==> config.mk <==
export PLATFORM = sky130hd
export DESIGN_NAME = data_ring_writer_flat
export DESIGN_NICKNAME = d
export VERILOG_FILES = /design/src/rtl/src_ctrl_pkg.sv /design/src/rtl/data_ring_writer_if.sv /design/src/rtl/ring_wptr.sv /design/src/rtl/data_ring_writer.sv /design/src/flat_wrapper.sv
export SDC_FILE = /design/constraint.sdc
export NUM_CORES = 1
export LEC_CHECK = 0
export BUFFER_PORTS_ARGS = -buffer_cell sky130_fd_sc_hd__buf_4
export CAP_MARGIN = 20
export CORE_ASPECT_RATIO = 1.2
export CORE_MARGIN = 2
export CORE_UTILIZATION = 42
export CTS_BUF_LIST = sky130_fd_sc_hd__clkbuf_16
export DETAILED_ROUTE_END_ITERATION = 8
export GPL_ROUTABILITY_DRIVEN = 1
export PLACE_DENSITY = 0.76
export SYNTH_ARGS = -nofsm -noshare
export SYNTH_HDL_FRONTEND = slang
export SYNTH_SLANG_ARGS = --single-unit
==> constraint.sdc <==
create_clock -name clk -period 2.95 [get_ports clk]
set_clock_uncertainty 0.1 [all_clocks]
set_input_delay 0.59 -clock clk [delete_from_list [all_inputs] [get_ports clk]]
set_output_delay 0.59 -clock clk [all_outputs]
set_load 0.02 [all_outputs]
==> src/rtl/src_ctrl_pkg.sv <==
// Shared source-controller encodings: ring-writer FSM states and
// write-pointer command codes used by data_ring_writer.
package src_ctrl_pkg;

    typedef enum logic [1:0] {
        UNCFG  = 2'd0,
        READY  = 2'd1,
        WRITE  = 2'd2,
        NOTIFY = 2'd3
    } ring_wr_state_t;

    localparam logic [1:0] WPTR_CMD_HOLD = 2'd0;
    localparam logic [1:0] WPTR_CMD_LOAD = 2'd1;
    localparam logic [1:0] WPTR_CMD_INC  = 2'd2;

endpackage

==> src/rtl/data_ring_writer_if.sv <==
// Sample-stream, RAM-write and new-sample notification signals of the ring writer.
// master = writer side, slave = producer / RAM / conversion-controller side.
interface data_ring_writer_if #(
    parameter int DATA_ADDRESS_WIDTH = 12,
    parameter int SAMPLE_WIDTH       = 16
);
    logic                          in_valid;
    logic [SAMPLE_WIDTH-1:0]       in_data;
    logic                          in_ready;
    logic                          ram_we;
    logic [DATA_ADDRESS_WIDTH-1:0] ram_addr;
    logic [SAMPLE_WIDTH-1:0]       ram_wdata;
    logic                          new_smpl;
    logic                          smpl_ack;

    modport master (
        input  in_valid, in_data, smpl_ack,
        output in_ready, ram_we, ram_addr, ram_wdata, new_smpl
    );

    modport slave (
        output in_valid, in_data, smpl_ack,
        input  in_ready, ram_we, ram_addr, ram_wdata, new_smpl
    );
endinterface

==> src/rtl/ring_wptr.sv <==
// Ring write pointer: offset from the lower ring bound that wraps back to zero
// after the slot addressed by the upper bound has been written.
module ring_wptr #(
    parameter int DATA_ADDRESS_WIDTH = 12,
    parameter int DATA_OFFSET_WIDTH  = 10
) (
    input  logic                          clk,
    input  logic                          rst,
    input  logic                          load,
    input  logic                          inc,
    input  logic [DATA_ADDRESS_WIDTH-1:0] uptr,
    input  logic [DATA_ADDRESS_WIDTH-1:0] lptr,
    output logic [DATA_OFFSET_WIDTH-1:0]  wptr,
    output logic                          wrap
);
    logic [DATA_OFFSET_WIDTH-1:0]  wptr_r;
    logic [DATA_ADDRESS_WIDTH-1:0] addr_s;

    assign addr_s = uptr + DATA_ADDRESS_WIDTH'(wptr_r);
    assign wrap   = (addr_s == lptr);
    assign wptr   = wptr_r;

    // Pointer register; load has priority over advance.
    always_ff @(posedge clk or posedge rst) begin
        if (rst) begin
            wptr_r <= '0;
        end else if (load) begin
            wptr_r <= '0;
        end else if (inc) begin
            if (wrap) begin
                wptr_r <= '0;
            end else begin
                wptr_r <= wptr_r + DATA_OFFSET_WIDTH'(1'b1);
            end
        end else begin
            wptr_r <= wptr_r;
        end
    end
endmodule

==> src/rtl/data_ring_writer.sv <==
// Writes accepted samples into a RAM ring [data_uptr..data_lptr] and notifies the
// conversion controller. Optional `primed` output enabled by RBUF_PRIMED_EN.
module data_ring_writer
    import src_ctrl_pkg::*;
#(
    parameter int DATA_ADDRESS_WIDTH = 12,
    parameter int DATA_OFFSET_WIDTH  = 10,
    parameter int SAMPLE_WIDTH       = 16
) (
    input  logic                          clk,
    input  logic                          rst,
    input  logic                          init,
    input  logic [DATA_ADDRESS_WIDTH-1:0] data_uptr,
    input  logic [DATA_ADDRESS_WIDTH-1:0] data_lptr,
    data_ring_writer_if.master            bus,
    output logic [DATA_OFFSET_WIDTH-1:0]  head_offset
`ifdef RBUF_PRIMED_EN
    ,
    output logic                          primed
`endif
);
    ring_wr_state_t                state_r;
    logic [DATA_ADDRESS_WIDTH-1:0] uptr_r;
    logic [DATA_ADDRESS_WIDTH-1:0] lptr_r;
    logic                          in_ready_r;
    logic                          ram_we_r;
    logic [DATA_ADDRESS_WIDTH-1:0] ram_addr_r;
    logic [SAMPLE_WIDTH-1:0]       ram_wdata_r;
    logic                          new_smpl_r;
    logic [DATA_OFFSET_WIDTH-1:0]  head_offset_r;

    logic [1:0]                    wptr_cmd_s;
    logic                          wptr_load_s;
    logic                          wptr_inc_s;
    logic [DATA_OFFSET_WIDTH-1:0]  wptr_s;
    logic                          wrap_s;
    logic [DATA_ADDRESS_WIDTH-1:0] wr_addr_s;

    assign wr_addr_s = uptr_r + DATA_ADDRESS_WIDTH'(wptr_s);

    // Pointer command: init reloads, leaving WRITE advances, otherwise hold.
    always_comb begin
        wptr_cmd_s = WPTR_CMD_HOLD;
        if (init) begin
            wptr_cmd_s = WPTR_CMD_LOAD;
        end else if (state_r == WRITE) begin
            wptr_cmd_s = WPTR_CMD_INC;
        end else begin
            wptr_cmd_s = WPTR_CMD_HOLD;
        end
    end

    assign wptr_load_s = (wptr_cmd_s == WPTR_CMD_LOAD);
    assign wptr_inc_s  = (wptr_cmd_s == WPTR_CMD_INC);

    ring_wptr #(
        .DATA_ADDRESS_WIDTH (DATA_ADDRESS_WIDTH),
        .DATA_OFFSET_WIDTH  (DATA_OFFSET_WIDTH)
    ) u_ring_wptr (
        .clk  (clk),
        .rst  (rst),
        .load (wptr_load_s),
        .inc  (wptr_inc_s),
        .uptr (uptr_r),
        .lptr (lptr_r),
        .wptr (wptr_s),
        .wrap (wrap_s)
    );

    // Writer FSM with registered outputs; init overrides every state.
    always_ff @(posedge clk or posedge rst) begin
        if (rst) begin
            state_r       <= UNCFG;
            uptr_r        <= '0;
            lptr_r        <= '0;
            in_ready_r    <= 1'b0;
            ram_we_r      <= 1'b0;
            ram_addr_r    <= '0;
            ram_wdata_r   <= '0;
            new_smpl_r    <= 1'b0;
            head_offset_r <= '0;
        end else if (init) begin
            state_r       <= READY;
            uptr_r        <= data_uptr;
            lptr_r        <= data_lptr;
            in_ready_r    <= 1'b1;
            ram_we_r      <= 1'b0;
            new_smpl_r    <= 1'b0;
            head_offset_r <= '0;
        end else begin
            case (state_r)
                UNCFG: begin
                    in_ready_r <= 1'b0;
                    ram_we_r   <= 1'b0;
                    new_smpl_r <= 1'b0;
                end
                READY: begin
                    if (bus.in_valid) begin
                        state_r     <= WRITE;
                        in_ready_r  <= 1'b0;
                        ram_we_r    <= 1'b1;
                        ram_addr_r  <= wr_addr_s;
                        ram_wdata_r <= bus.in_data;
                    end else begin
                        in_ready_r  <= 1'b1;
                        ram_we_r    <= 1'b0;
                    end
                end
                WRITE: begin
                    state_r       <= NOTIFY;
                    ram_we_r      <= 1'b0;
                    new_smpl_r    <= 1'b1;
                    head_offset_r <= wptr_s;
                end
                NOTIFY: begin
                    if (bus.smpl_ack) begin
                        state_r    <= READY;
                        new_smpl_r <= 1'b0;
                        in_ready_r <= 1'b1;
                    end else begin
                        new_smpl_r <= 1'b1;
                        in_ready_r <= 1'b0;
                    end
                end
                default: begin
                    state_r    <= UNCFG;
                    in_ready_r <= 1'b0;
                    ram_we_r   <= 1'b0;
                    new_smpl_r <= 1'b0;
                end
            endcase
        end
    end

    // init in the same cycle cancels a pending write or accept.
    assign bus.in_ready  = in_ready_r & ~init;
    assign bus.ram_we    = ram_we_r & ~init;
    assign bus.ram_addr  = ram_addr_r;
    assign bus.ram_wdata = ram_wdata_r;
    assign bus.new_smpl  = new_smpl_r;
    assign head_offset   = head_offset_r;

`ifdef RBUF_PRIMED_EN
    logic primed_r;

    // Sticky flag: set by the first write that wraps the pointer back to zero.
    always_ff @(posedge clk or posedge rst) begin
        if (rst) begin
            primed_r <= 1'b0;
        end else if (init) begin
            primed_r <= 1'b0;
        end else if (wptr_inc_s && wrap_s) begin
            primed_r <= 1'b1;
        end else begin
            primed_r <= primed_r;
        end
    end

    assign primed = primed_r;
`else
    logic unused_wrap_s;
    assign unused_wrap_s = wrap_s;
`endif
endmodule

==> src/flat_wrapper.sv <==
// flat-port wrapper written by rule: the top's interface ports become plain ports
module data_ring_writer_flat import src_ctrl_pkg::*;
#(
    parameter int DATA_ADDRESS_WIDTH = 12,
    parameter int DATA_OFFSET_WIDTH  = 10,
    parameter int SAMPLE_WIDTH       = 16
)
  (clk, rst, init, data_uptr, data_lptr, head_offset, bus_in_valid, bus_in_data, bus_smpl_ack, bus_in_ready, bus_ram_we, bus_ram_addr, bus_ram_wdata, bus_new_smpl);
  data_ring_writer_if #(.DATA_ADDRESS_WIDTH(DATA_ADDRESS_WIDTH), .SAMPLE_WIDTH(SAMPLE_WIDTH)) bus_i ();
  input  logic clk;
  input  logic rst;
  input  logic init;
  input  logic [DATA_ADDRESS_WIDTH-1:0] data_uptr;
  input  logic [DATA_ADDRESS_WIDTH-1:0] data_lptr;
  output logic [DATA_OFFSET_WIDTH-1:0] head_offset;
  input wire logic [$bits(bus_i.in_valid)-1:0] bus_in_valid;
  input wire logic [$bits(bus_i.in_data)-1:0] bus_in_data;
  input wire logic [$bits(bus_i.smpl_ack)-1:0] bus_smpl_ack;
  output wire logic [$bits(bus_i.in_ready)-1:0] bus_in_ready;
  output wire logic [$bits(bus_i.ram_we)-1:0] bus_ram_we;
  output wire logic [$bits(bus_i.ram_addr)-1:0] bus_ram_addr;
  output wire logic [$bits(bus_i.ram_wdata)-1:0] bus_ram_wdata;
  output wire logic [$bits(bus_i.new_smpl)-1:0] bus_new_smpl;
  assign bus_i.in_valid = bus_in_valid;
  assign bus_i.in_data = bus_in_data;
  assign bus_i.smpl_ack = bus_smpl_ack;
  assign bus_in_ready = bus_i.in_ready;
  assign bus_ram_we = bus_i.ram_we;
  assign bus_ram_addr = bus_i.ram_addr;
  assign bus_ram_wdata = bus_i.ram_wdata;
  assign bus_new_smpl = bus_i.new_smpl;
  data_ring_writer #(.DATA_ADDRESS_WIDTH(DATA_ADDRESS_WIDTH), .DATA_OFFSET_WIDTH(DATA_OFFSET_WIDTH), .SAMPLE_WIDTH(SAMPLE_WIDTH)) u_core (.clk(clk), .rst(rst), .init(init), .data_uptr(data_uptr), .data_lptr(data_lptr), .bus(bus_i), .head_offset(head_offset));
endmodule
==> impl_results.md, run 1 <==
- Run status: finished with violations
- Failing checks: negative setup slack
- Critical path class: reg -> reg
- DRC viols: 0
- Clock sinks: 77
- Largest net degree at the start of global routing: 46
- CP Depth: 10
- Slew Viols, Final: 0
- Cell at the root of the clock tree: clkbuf_16
- Critical Path Sink Type: flip-flop
- Clk slew on worst S/H paths: approximately 60 ps
- Mapped Area: ~3900 um2
- FP Rows: 38
- Fmax: 324.6 MHz
- # setup viols final: 9
- Max FO, Critical Path: 6
- Hold buffers post-CTS: 0
- Int Power: just over 2000 uW
- Met2 Usage GRT: 0.3424
- Final worst slack: -130.4 ps
- Placer Congestion: 0.8887
- Die Y: about 110 um
- Met1 usage: 0.2363
- Met3 usage: 0.02742
- Initial antenna violation count: 0
- Sequential fraction of the synthesis area: 0.4926
- Req. time, crit path: between 3000 and 4000 ps
- Vias: 3363
- Slew @ Worst Pin: 677.6 ps
- Starting DRT DRC Count: 169
- Startpoint class of the critical path: flip-flop
- Fraction of final layout cells sized beyond drive strength 1: 0.3595
- Busiest grt layer: met2
- Post-route ant nets: 0
- Ant diodes: 0
- Post-Synthesis Cells: approximately 400
- Post-DP Area: 4916 um2
- Post-route cell area: between 5000 and 6000 um2
- Initial Util: 0.4330
- Die width: ~92 um
- Vias/cell: about 5.2
- Hold Path Class: in -> async
- Distinct cells, synth: 52
- First-pass GRT wire length: approximately 15000 um
- Slowest CP cell: dfrtp_1
- Number of global-route vias before repair: around 3300
- Relative slew slack: 0.5466
- Static Leak: 0.002623 uW
- #FFs+latches synth: 77
- CTS Buf Count: 9
- EDFF count, synth: 0
- Die area: 10100 um2
- Port Buffers: 85
- Tcrit/Tclk final: 1.044
- PwrDens: 553.9 nW/um2
- Max-Cap Viols: 0
- Most used DFF post-synth: dfrtp_1
- Critical-path cell list: ha_2 -> fa_2 -> a21o_1 -> a211o_1 -> mux2_4 -> or3_4 -> a211oi_4 -> a41oi_4 -> buf_4 -> a22o_1
- Max Buffers Root-to-Sink: 2
- I/O pin count: 86
- Mapped Avg Cell Area: a little under 10 um2
- Fraction of registers with async set/reset: 1.000
- CORE AREA: about 9000 um2
- Worst r2r path cells: 10
- RSZ-0062 raised after global routing: yes
- WP buf/inv: 1
- Final TNS setup: -794.4 ps
- Post-DP HPWL: just over 7000 um
- Worst Path Arrival: ~3200 ps
- P_sw: ~870 uW
- TritonRoute pass-1 iters: 4
- Later-pin clock latency in the skew report: 340 ps
- WL/cell: around 15 um
- Total power: slightly below 3000 uW
- CTS tree: built
- Ys Warns: 0
- Nets: 575
- Comb pwr share: 0.235
- Part of the power in the clock network: 0.334
- Sw Ratio: 0.2951
- Area growth syn-to-layout: 35.44%
- Max VDD drop: around 0.24 mV
- GRT Total Usage: 0.1971
- Total gr overflow: 0
- Routed wire length: a little under 10000 um
- Seq pwr share: 0.431
- Largest stage delay on the critical path: roughly 380 ps
- H-tree depth: 3
- CP top delay family: compound AO/OA/AOI/OAI gates
- Fin crit period: 3080 ps
- Syn nets: roughly 450
- Hold Vio Cnt, Final: 0
-- synth_stat cells (3+ instances only) --
library cell / count / area [um2]
xnor2_1: 9 / 78.83
dfrtp_1: 77 / 1927
a21o_1: 6 / 45.04
nor2_1: 16 / 60.06
or3_1: 4 / 25.02
inv_1: 7 / 26.28
ha_1: 11 / 137.6
a31oi_1: 4 / 25.02
mux2i_1: 3 / 30.03
clkbuf_1: 14 / 52.55
nand4_1: 3 / 18.77
o21ai_0: 15 / 75.07
mux2_2: 25 / 281.5
nand2_1: 103 / 386.6
nand3_1: 11 / 55.05
nor3_1: 3 / 15.01
a21oi_1: 23 / 115.1
and3_1: 5 / 31.28
nor2b_1: 4 / 25.02
a22o_1: 7 / 61.31
xor2_1: 9 / 78.83
-- cell families after synthesis --
kind of cell | synth area share
AOI/OAI and AO/OA | 0.1292
xor gates and xnor gates | 0.05182
adders and majority gates | 0.04031
buffers and inverters | 0.02751
DFF | 0.4926
muxes | 0.08349
and+or+nand+nor | 0.1750
-- through the flow --
stage | std cells | setup WS, ps | hold WS, ps | util
finish | 643 | -130.4 | 168.5 | 0.5864
detailed placement | 622 | -281.4 | 371.9 | 0.5442
global route | 643 | -241.1 | 207.4 | 0.5864
global placement | 622 | -200.6 | 358.5 | 0.5442
CTS | 642 | -217.4 | 183.9 | 0.5787
floorplan | 397 | -119.2 | 378.2 | -
-- sequential cells by signal (all words and copies together), names as in the netlist --
signal and count:
u_core.uptr_r 12, u_core.bus.ram_wdata 16, u_core.in_ready_r 1, u_core.bus.new_smpl 1, u_core.head_offset 10, u_core.state_r 2, u_core.bus.ram_addr 12, u_core.lptr_r 12
u_core.ram_we_r 1, u_core.u_ring_wptr.wptr 10
-- path summary, 6_finish.rpt --
check	start	slack, ps	end
worst max-delay path	u_core.u_ring_wptr.wptr[0]$_DFFE_PP0P_	-130	u_core.u_ring_wptr.wptr[1]$_DFFE_PP0P_
worst min-delay path	rst	170	u_core.head_offset[1]$_DFFE_PP0P_
worst max register to register	u_core.u_ring_wptr.wptr[0]$_DFFE_PP0P_	-130	u_core.u_ring_wptr.wptr[1]$_DFFE_PP0P_
worst min register to register	u_core.bus.ram_wdata[14]$_DFFE_PP0P_	380	u_core.bus.ram_wdata[14]$_DFFE_PP0P_
max in group asynchronous	rst	1850	u_core.bus.ram_addr[4]$_DFFE_PP0P_
min in group clk	bus_in_data[13]	350	u_core.bus.ram_wdata[13]$_DFFE_PP0P_
-- metal layers --
| metal | up-vias | wire length [um] |
|---|---|---|
| li1 | 1614 | - |
| met1 | 1616 | 3993 |
| met2 | 110 | 4871 |
| met3 | 23 | 457 |
| met4 | 0 | 288 |
| met5 | - | 0 |
-- layout make-up --
| class | count | area, um2 |
|---|---|---|
| clock buffers | 9 | 225.2 |
| clock inverters | 7 | 42.54 |
| fillers | 765 | 3736 |
| inverters | 7 | 26.28 |
| multi-input cells | 294 | 1954 |
| flip-flops and latches | 77 | 1927 |
| well taps | 120 | 150.1 |
| repair buffers | 129 | 972.2 |
-- what timing repair did --
| item | CTS | global route |
|---|---|---|
| gates resized for setup | 4 | 11 |
| endpoints found under the setup margin | 10 | 10 |
| buffers inserted | 3 | 1 |
| cloned | 1 | 0 |
| pin swaps | 6 | 2 |
-- placed cells by master (no fill, tap or decap), types with 2 or more instances in the layout --
| master | n |
|---|---|
| mux2_2 | 25 |
| or3_1 | 3 |
| a211o_1 | 2 |
| nor2b_1 | 4 |
| nand4b_1 | 2 |
| and3_1 | 5 |
| ha_1 | 9 |
| nand4_1 | 3 |
| nand3_1 | 10 |
| or2_2 | 2 |
| xor2_1 | 9 |
| a22o_1 | 7 |
| a31oi_1 | 4 |
| nor3_1 | 3 |
| inv_1 | 6 |
| nor2_1 | 16 |
| nand2_1 | 103 |
| a21oi_1 | 21 |
| a21oi_2 | 2 |
| xnor2_1 | 8 |
| ha_2 | 2 |
| clkinvlp_4 | 2 |
| clkbuf_16 | 9 |
| dfrtp_1 | 77 |
| o41ai_2 | 2 |
| xnor3_1 | 2 |
| buf_4 | 128 |
| o21ai_0 | 15 |
| a21o_1 | 6 |
| mux2i_1 | 3 |
| clkinv_2 | 3 |
-- power by group through the flow --
stage / clock, uW / sequential, uW / combinational (uW)
finish: 980 / 1260 / 690
global route: 1040 / 1280 / 754
CTS: 997 / 1260 / 681
detailed placement: 0 / 1280 / 673
global placement: 0 / 1280 / 657
floorplan: 0 / 1380 / 280
No activity file was read; power rests on OpenSTA's default activity.
==> run 2, diff against run 1 <==
--- a/config.mk
+++ b/config.mk
@@ -13,7 +13,8 @@
 export CTS_BUF_LIST = sky130_fd_sc_hd__clkbuf_16
 export DETAILED_ROUTE_END_ITERATION = 8
 export GPL_ROUTABILITY_DRIVEN = 1
-export PLACE_DENSITY = 0.76
+export PLACE_DENSITY = 0.75
 export SYNTH_ARGS = -nofsm -noshare
 export SYNTH_HDL_FRONTEND = slang
+export SYNTH_HIERARCHICAL = 1
 export SYNTH_SLANG_ARGS = --single-unit
==> run 2 against run 1 <==
Count of clock-buffer cells in the layout unchanged. Synthesized cell count increased by 8.3%. Critical path depth decreased by 1. Sequential cell count unchanged. Largest power group unchanged. Hold slack got worse by 13 ps. The run now ends clean. Die area increased by 11%.
==> impl_results.md, run 2 <==
- Run status: completed (was finished with violations)
- Fin crit period: 2871 ps (was 3080 ps)
- Req. time, crit path: 3050 ps (was 3080 ps)
- Initial antenna violation count: 0 (unchanged)
- Critical Path Sink Type: flip-flop (unchanged)
- Nets: 605 (was 575)
- Worst r2r path cells: 9 (was 10)
- Util after Layout: 0.5601 (was 0.5864)
- GRT Total Usage: 0.2018 (was 0.1971)
- CTS Buf Count: 9 (unchanged)
- Die Y: 115.6 um (was 109.7 um)
- Later-pin clock latency in the skew report: 340 ps (about the same)
- Mapped Area: 4362 um2 (was 3911 um2)
- Post-route insts no fill: 663 (was 643)
- First-pass GRT wire length: 17940 um (was 15370 um)
- Max Buffers Root-to-Sink: 2 (unchanged)
- Max VDD drop: 0.2911 mV (was 0.2387 mV)
- Startpoint class of the critical path: flip-flop (unchanged)
- FP Rows: 40 (was 38)
- Syn nets: 502 (was 454)
- Post-DP Area: 5255 um2 (was 4916 um2)
- Mapped Avg Cell Area: 10.14 um2 (was 9.852 um2)
- Largest net degree at the start of global routing: 45 (was 46)
- Post-Synthesis Cells: 430 (was 397)
- Slowest CP cell: or4b_4 (was dfrtp_1)
- Fin Hold WS: 156.0 ps (was 168.5 ps)
- Fmax: 348.3 MHz (was 324.6 MHz)
- Max FO, Critical Path: 8 (was 6)
- Worst Path Arrival: 2970 ps (was 3210 ps)
- Commonest non-fill, non-tap cells in the layout: 111 x buf_4, 79 x nand2_1, 77 x dfrtp_1 (was 128 x buf_4, 103 x nand2_1, 77 x dfrtp_1)
- Total gr overflow: 0 (unchanged)
- Cell at the root of the clock tree: clkbuf_16 (unchanged)
- Area growth syn-to-layout: 29.17% (was 35.44%)
- Critical path class: reg -> reg (unchanged)
- WL/cell: 16.23 um (was 14.95 um)
- Hold Vio Cnt, Final: 0 (unchanged)
- Clk slew on worst S/H paths: 60 ps (about the same)
- Vias: 3642 (was 3363)
- Ys Warns: 6 (was 0)
- Fraction of final layout cells sized beyond drive strength 1: 0.3240 (was 0.3595)
- Die area: 11220 um2 (was 10100 um2)
- Vias/cell: 5.493 (was 5.230)
- Post-DP HPWL: 7971 um (was 7138 um)
- Relative slew slack: 0.5080 (was 0.5466)
- CTS tree: built (unchanged)
- Number of global-route vias before repair: 3840 (was 3305)
- Most common cell after layout, fill and taps aside: buf_4 (unchanged)
- Max-Cap Viols: 0 (unchanged)
- FILL cells: 872 (was 765)
- Slew Viols, Final: 0 (unchanged)
- Die width: 97.03 um (was 92.10 um)
- CORE AREA: 10060 um2 (was 9034 um2)
- Port Buffers: 85 (unchanged)
- H-tree depth: 3 (unchanged)
- Clock sinks: 77 (unchanged)
- Largest register FFs: 16 (unchanged)
- Post-route ant nets: 0 (unchanged)
- Initial Util: 0.4336 (was 0.4330)
- DRC viols: 0 (unchanged)
- I/O pin count: 86 (unchanged)
- Tcrit/Tclk final: 0.9731 (was 1.044)
- Hold Path Class: in -> async (unchanged)
- Starting DRT DRC Count: 138 (was 169)
- Total power: 3580 uW (was 2934 uW)
- Largest stage delay on the critical path: 540 ps (was 380 ps)
- Placed Cells incl. Taps: 644 (was 622)
- Ant diodes: 0 (unchanged)
- # setup viols final: 0 (was 9)
- Slew @ Worst Pin: 735.3 ps (was 677.6 ps)
- Placer Congestion: 0.8251 (was 0.8887)
- Post-route cell area: 5634 um2 (was 5298 um2)
- Critical-path cell list: ha_2 -> nand2_1 -> o21ai_2 -> a21o_1 -> a21oi_1 -> or4b_4 -> a2111oi_4 -> buf_4 -> nor4_1 (was ha_2 -> fa_2 -> a21o_1 -> a211o_1 -> mux2_4 -> or3_4 -> a211oi_4 -> a41oi_4 -> buf_4 -> a22o_1)
- Routed wire length: 10760 um (was 9611 um)
- Static Leak: 0.002723 uW (was 0.002623 uW)
- TritonRoute pass-1 iters: 4 (unchanged)
- PwrDens: 635.4 nW/um2 (was 553.9 nW/um2)
- RSZ-0062 raised after global routing: yes (unchanged)
==> run 2: report_power, final <==
| part | switching (uW) | total [uW] | internal, uW |
|---|---|---|---|
| sequential | 131 | 1380 | 1250 |
| clock | 418 | 1150 | 728 |
| combinational | 575 | 1050 | 478 |
| total | 1120 | 3580 | 2460 |
==> run 2: stage by stage <==
| step | worst slack (ps) | TNS (ps) |
|---|---|---|
| floorplan | 68.92 | 0 |
| global placement | 103.5 | 0 |
| detailed placement | -26.81 | -39.39 |
| CTS | 9.098 | 0 |
| global route | -18.89 | -80.95 |
| finish | 79.27 | 0 |
==> run 2: layer usage <==
metal,vias to the layer above,global-route usage,share of wire
met3,29,0.04704,0.048
met5,-,0,0
met4,0,0.1136,0.032
li1,1736,-,-
met1,1767,0.2279,0.40
met2,110,0.3546,0.52
==> run 2: worst paths after layout <==
| kind | from | to | slack (ps) |
|---|---|---|---|
| min | rst | u_core/u_ring_wptr/wptr[7]$_DFFE_PP0P_ | 160 |
| max in group asynchronous | rst | u_core/bus.ram_wdata[9]$_DFFE_PP0P_ | 1840 |
| min in group clk | bus_in_data[15] | u_core/bus.ram_wdata[15]$_DFFE_PP0P_ | 340 |
| min reg2reg | u_core/bus.ram_wdata[14]$_DFFE_PP0P_ | u_core/bus.ram_wdata[14]$_DFFE_PP0P_ | 380 |
| max | u_core/uptr_r[8]$_DFFE_PP0P_ | u_core/u_ring_wptr/wptr[6]$_DFFE_PP0P_ | 80 |
| max reg2reg | u_core/uptr_r[8]$_DFFE_PP0P_ | u_core/u_ring_wptr/wptr[6]$_DFFE_PP0P_ | 80 |
==> run 2: what timing repair did <==
action | CTS | global route
gates resized for setup | 5 | 7
pin swaps | 2 | 1
hold buffers | 0 | 0
buffers inserted | 1 | 3
gates cloned | 0 | 0
setup endpoints to repair | 10 | 10
==> run 2: layout make-up <==
class / count / area (um2) / area share
sequential: 77 / 1927 / 0.3420
multi-input combinational: 325 / 2362 / 0.4193
clock buffer: 9 / 225.2 / 0.03997
tap: 126 / 157.7 / 0.02798
inverter: 8 / 30.03 / 0.005330
timing repair buffer: 112 / 853.3 / 0.1515
clock inverter: 6 / 78.83 / 0.01399
==> run 2: critical path, delay by kind of cell (launching register included) <==
family	cells	cell delay [ps]
AOI/OAI and AO/OA	4	850
and+or+nand+nor	3	720
DFF	1	430
adders and majority gates	1	400
buffers and inverters	1	210
==> run 3, diff against run 2 <==
--- a/config.mk
+++ b/config.mk
@@ -13,7 +13,7 @@
 export CTS_BUF_LIST = sky130_fd_sc_hd__clkbuf_16
 export DETAILED_ROUTE_END_ITERATION = 8
 export GPL_ROUTABILITY_DRIVEN = 1
-export PLACE_DENSITY = 0.75
+export PLACE_DENSITY = 0.66
 export SYNTH_ARGS = -nofsm -noshare
 export SYNTH_HDL_FRONTEND = slang
 export SYNTH_HIERARCHICAL = 1
==> run 3 against run 2 <==
Count of clock-buffer cells in the layout unchanged. Critical endpoint is now u_core/u_ring_wptr/wptr[8]$_DFFE_PP0P_. Core utilization fell by 0.65 points. Cell area is 1.2% lower. Via count is 5.0% lower. Combinational power about the same. Hold slack worse by 10 ps. Clock power is 18% lower. Largest power group unchanged.
==> impl_results.md, run 3 (synthesized netlist as in run 2, its figures left out) <==
- Most common cell after layout, fill and taps aside: buf_4 (unchanged)
- Total gr overflow: 0 (unchanged)
- Max Buffers Root-to-Sink: 2 (unchanged)
- Fraction of final layout cells sized beyond drive strength 1: 0.3073 (was 0.3240)
- Starting DRT DRC Count: 98 (was 138)
- Die width: 97.03 um (unchanged)
- Final worst slack: 95.56 ps (was 79.27 ps)
- Hold Path Class: in -> async (unchanged)
- Post-route ant nets: 0 (unchanged)
- DRC viols: 0 (unchanged)
- Top layer reached by signal wires: met4 (unchanged)
- Max FO, Critical Path: 8 (unchanged)
- Relative slew slack: 0.5834 (was 0.5080)
- Register Area: 1927 um2 (unchanged)
- Worst Path Arrival: 2950 ps (was 2970 ps)
- Worst r2r path cells: 9 (unchanged)
- Die area: 11220 um2 (unchanged)
- CTS Buf Count: 9 (unchanged)
- H-tree depth: 3 (unchanged)
- Critical Path Sink Type: flip-flop (unchanged)
- First-pass GRT wire length: 16770 um (was 17940 um)
- Cell at the root of the clock tree: clkbuf_16 (unchanged)
- Max-Cap Viols: 0 (unchanged)
- Post-DP HPWL: 7798 um (was 7971 um)
- Hold Vio Cnt, Final: 0 (unchanged)
- Post-DP Area: 5278 um2 (was 5255 um2)
- I/O pin count: 86 (unchanged)
- FP Rows: 40 (unchanged)
- Fin crit period: 2854 ps (was 2871 ps)
- Area of the multi-input gates: 2352 um2 (was 2362 um2)
- Initial antenna violation count: 0 (unchanged)
- RSZ-0062 raised after global routing: no (was yes)
- Slew @ Worst Pin: 622.6 ps (was 735.3 ps)
- Tcrit/Tclk final: 0.9676 (was 0.9731)
- TritonRoute pass-1 iters: 4 (unchanged)
- Number of global-route vias before repair: 3520 (was 3840)
- Startpoint class of the critical path: flip-flop (unchanged)
- Max VDD drop: 0.2749 mV (was 0.2911 mV)
- Static Leak: 0.002700 uW (was 0.002723 uW)
- Met3 WL: 373 um (was 514 um)
- Run status: completed (unchanged)
- DR WL met2: 5311 um (was 5598 um)
- Clock sinks: 77 (unchanged)
- Vias: 3459 (was 3642)
- Util after Layout: 0.5536 (was 0.5601)
- CORE AREA: 10060 um2 (unchanged)
- WL/cell: 15.38 um (was 16.23 um)
- Later-pin clock latency in the skew report: 340 ps (about the same)
- Clk slew on worst S/H paths: 50 ps (was 60 ps)
- Req. time, crit path: 3050 ps (about the same)
- Nets: 605 (unchanged)
- Post-Place Worst Slack: -39.76 ps (was -26.81 ps)
- PwrDens: 603.7 nW/um2 (was 635.4 nW/um2)
- Critical path class: reg -> reg (unchanged)
- Port Buffers: 85 (unchanged)
- Placer Congestion: 0.8806 (was 0.8251)
- GRT Total Usage: 0.1888 (was 0.2018)
- Post-route cell area: 5569 um2 (was 5634 um2)
- FILL cells: 896 (was 872)
- Ant diodes: 0 (unchanged)
- Routed wire length: 10200 um (was 10760 um)
- Area growth syn-to-layout: 27.68% (was 29.17%)
- Largest net degree at the start of global routing: 45 (unchanged)
- Fmax: 350.3 MHz (was 348.3 MHz)
- CTS tree: built (unchanged)
- Largest register FFs: 16 (unchanged)
- Slew Viols, Final: 0 (unchanged)
- Vias/cell: 5.217 (was 5.493)
- Initial Util: 0.4336 (unchanged)
- Die Y: 115.6 um (unchanged)
- Commonest non-fill, non-tap cells in the layout: 111 x buf_4, 79 x nand2_1, 77 x dfrtp_1 (unchanged)
- M1 WL: 4317 um (was 4301 um)
- # setup viols final: 0 (unchanged)
-- run 3: timing repair --
item | 4_1_cts | 5_1_grt
hold buffers | 0 | 0
endpoints found under the setup margin | 9 | 10
pin swaps | 0 | 3
setup buffers | 0 | 1
gates resized for setup | 1 | 8
-- run 3: cell type report --
cell class | instances | share of cell area
Clock buffer | 9 | 0.04044
Clock inverter | 6 | 0.004269
Inverter | 8 | 0.005392
Multi-Input combinational cell | 325 | 0.4224
Sequential cell | 77 | 0.3460
Tap cell | 126 | 0.02831
Timing Repair Buffer | 112 | 0.1532
-- run 3: critical path, cell delays in order, from the launching register on --
cell and delay, ps:
dfrtp_1 430, ha_1 300, a21o_1 170, and4_4 190, a311oi_4 240, nor3_2 90
or4b_4 570, a2111oi_4 360, buf_4 210, nor3_1 60
-- run 3: layer usage --
| layer | vias up | GRT usage |
|---|---|---|
| met2 | 65 | 0.3361 |
| met1 | 1662 | 0.2252 |
| met4 | 0 | 0.07418 |
| li1 | 1718 | - |
| met3 | 14 | 0.04041 |
| met5 | - | 0 |
-- run 3: through the flow --
stage | std cells | TNS (ps) | hold WS [ps] | total power, uW
finish | 663 | 0 | 145.8 | 3362
floorplan | 430 | 0 | 330.2 | 1998
global route | 663 | 0 | 176.2 | 3558
detailed placement | 647 | -80.62 | 367.6 | 2434
global placement | 647 | 0 | 358.0 | 2410
CTS | 662 | 0 | 144.6 | 3396
-- run 3: report_power, final --
group          leakage [uW]  switching, uW  total (uW)  internal [uW]
Sequential         0.000968            126        1380           1250
Clock              0.000130            400         947            547
Combinational       0.00160            565        1040            475
Total               0.00270           1090        3360           2270
-- run 3: worst paths after layout --
| path | startpoint | end | slack, ps |
|---|---|---|---|
| worst max-delay path | u_core/u_ring_wptr/wptr[1]$_DFFE_PP0P_ | u_core/u_ring_wptr/wptr[8]$_DFFE_PP0P_ | 100 |
| worst min-delay path | rst | u_core/u_ring_wptr/wptr[9]$_DFFE_PP0P_ | 150 |
| worst max register to register | u_core/u_ring_wptr/wptr[1]$_DFFE_PP0P_ | u_core/u_ring_wptr/wptr[8]$_DFFE_PP0P_ | 100 |
| worst min register to register | u_core/bus.ram_wdata[12]$_DFFE_PP0P_ | u_core/bus.ram_wdata[12]$_DFFE_PP0P_ | 370 |
| max in group asynchronous | rst | u_core/uptr_r[7]$_DFFE_PP0P_ | 1900 |
| min in group clk | bus_in_data[5] | u_core/bus.ram_wdata[5]$_DFFE_PP0P_ | 340 |
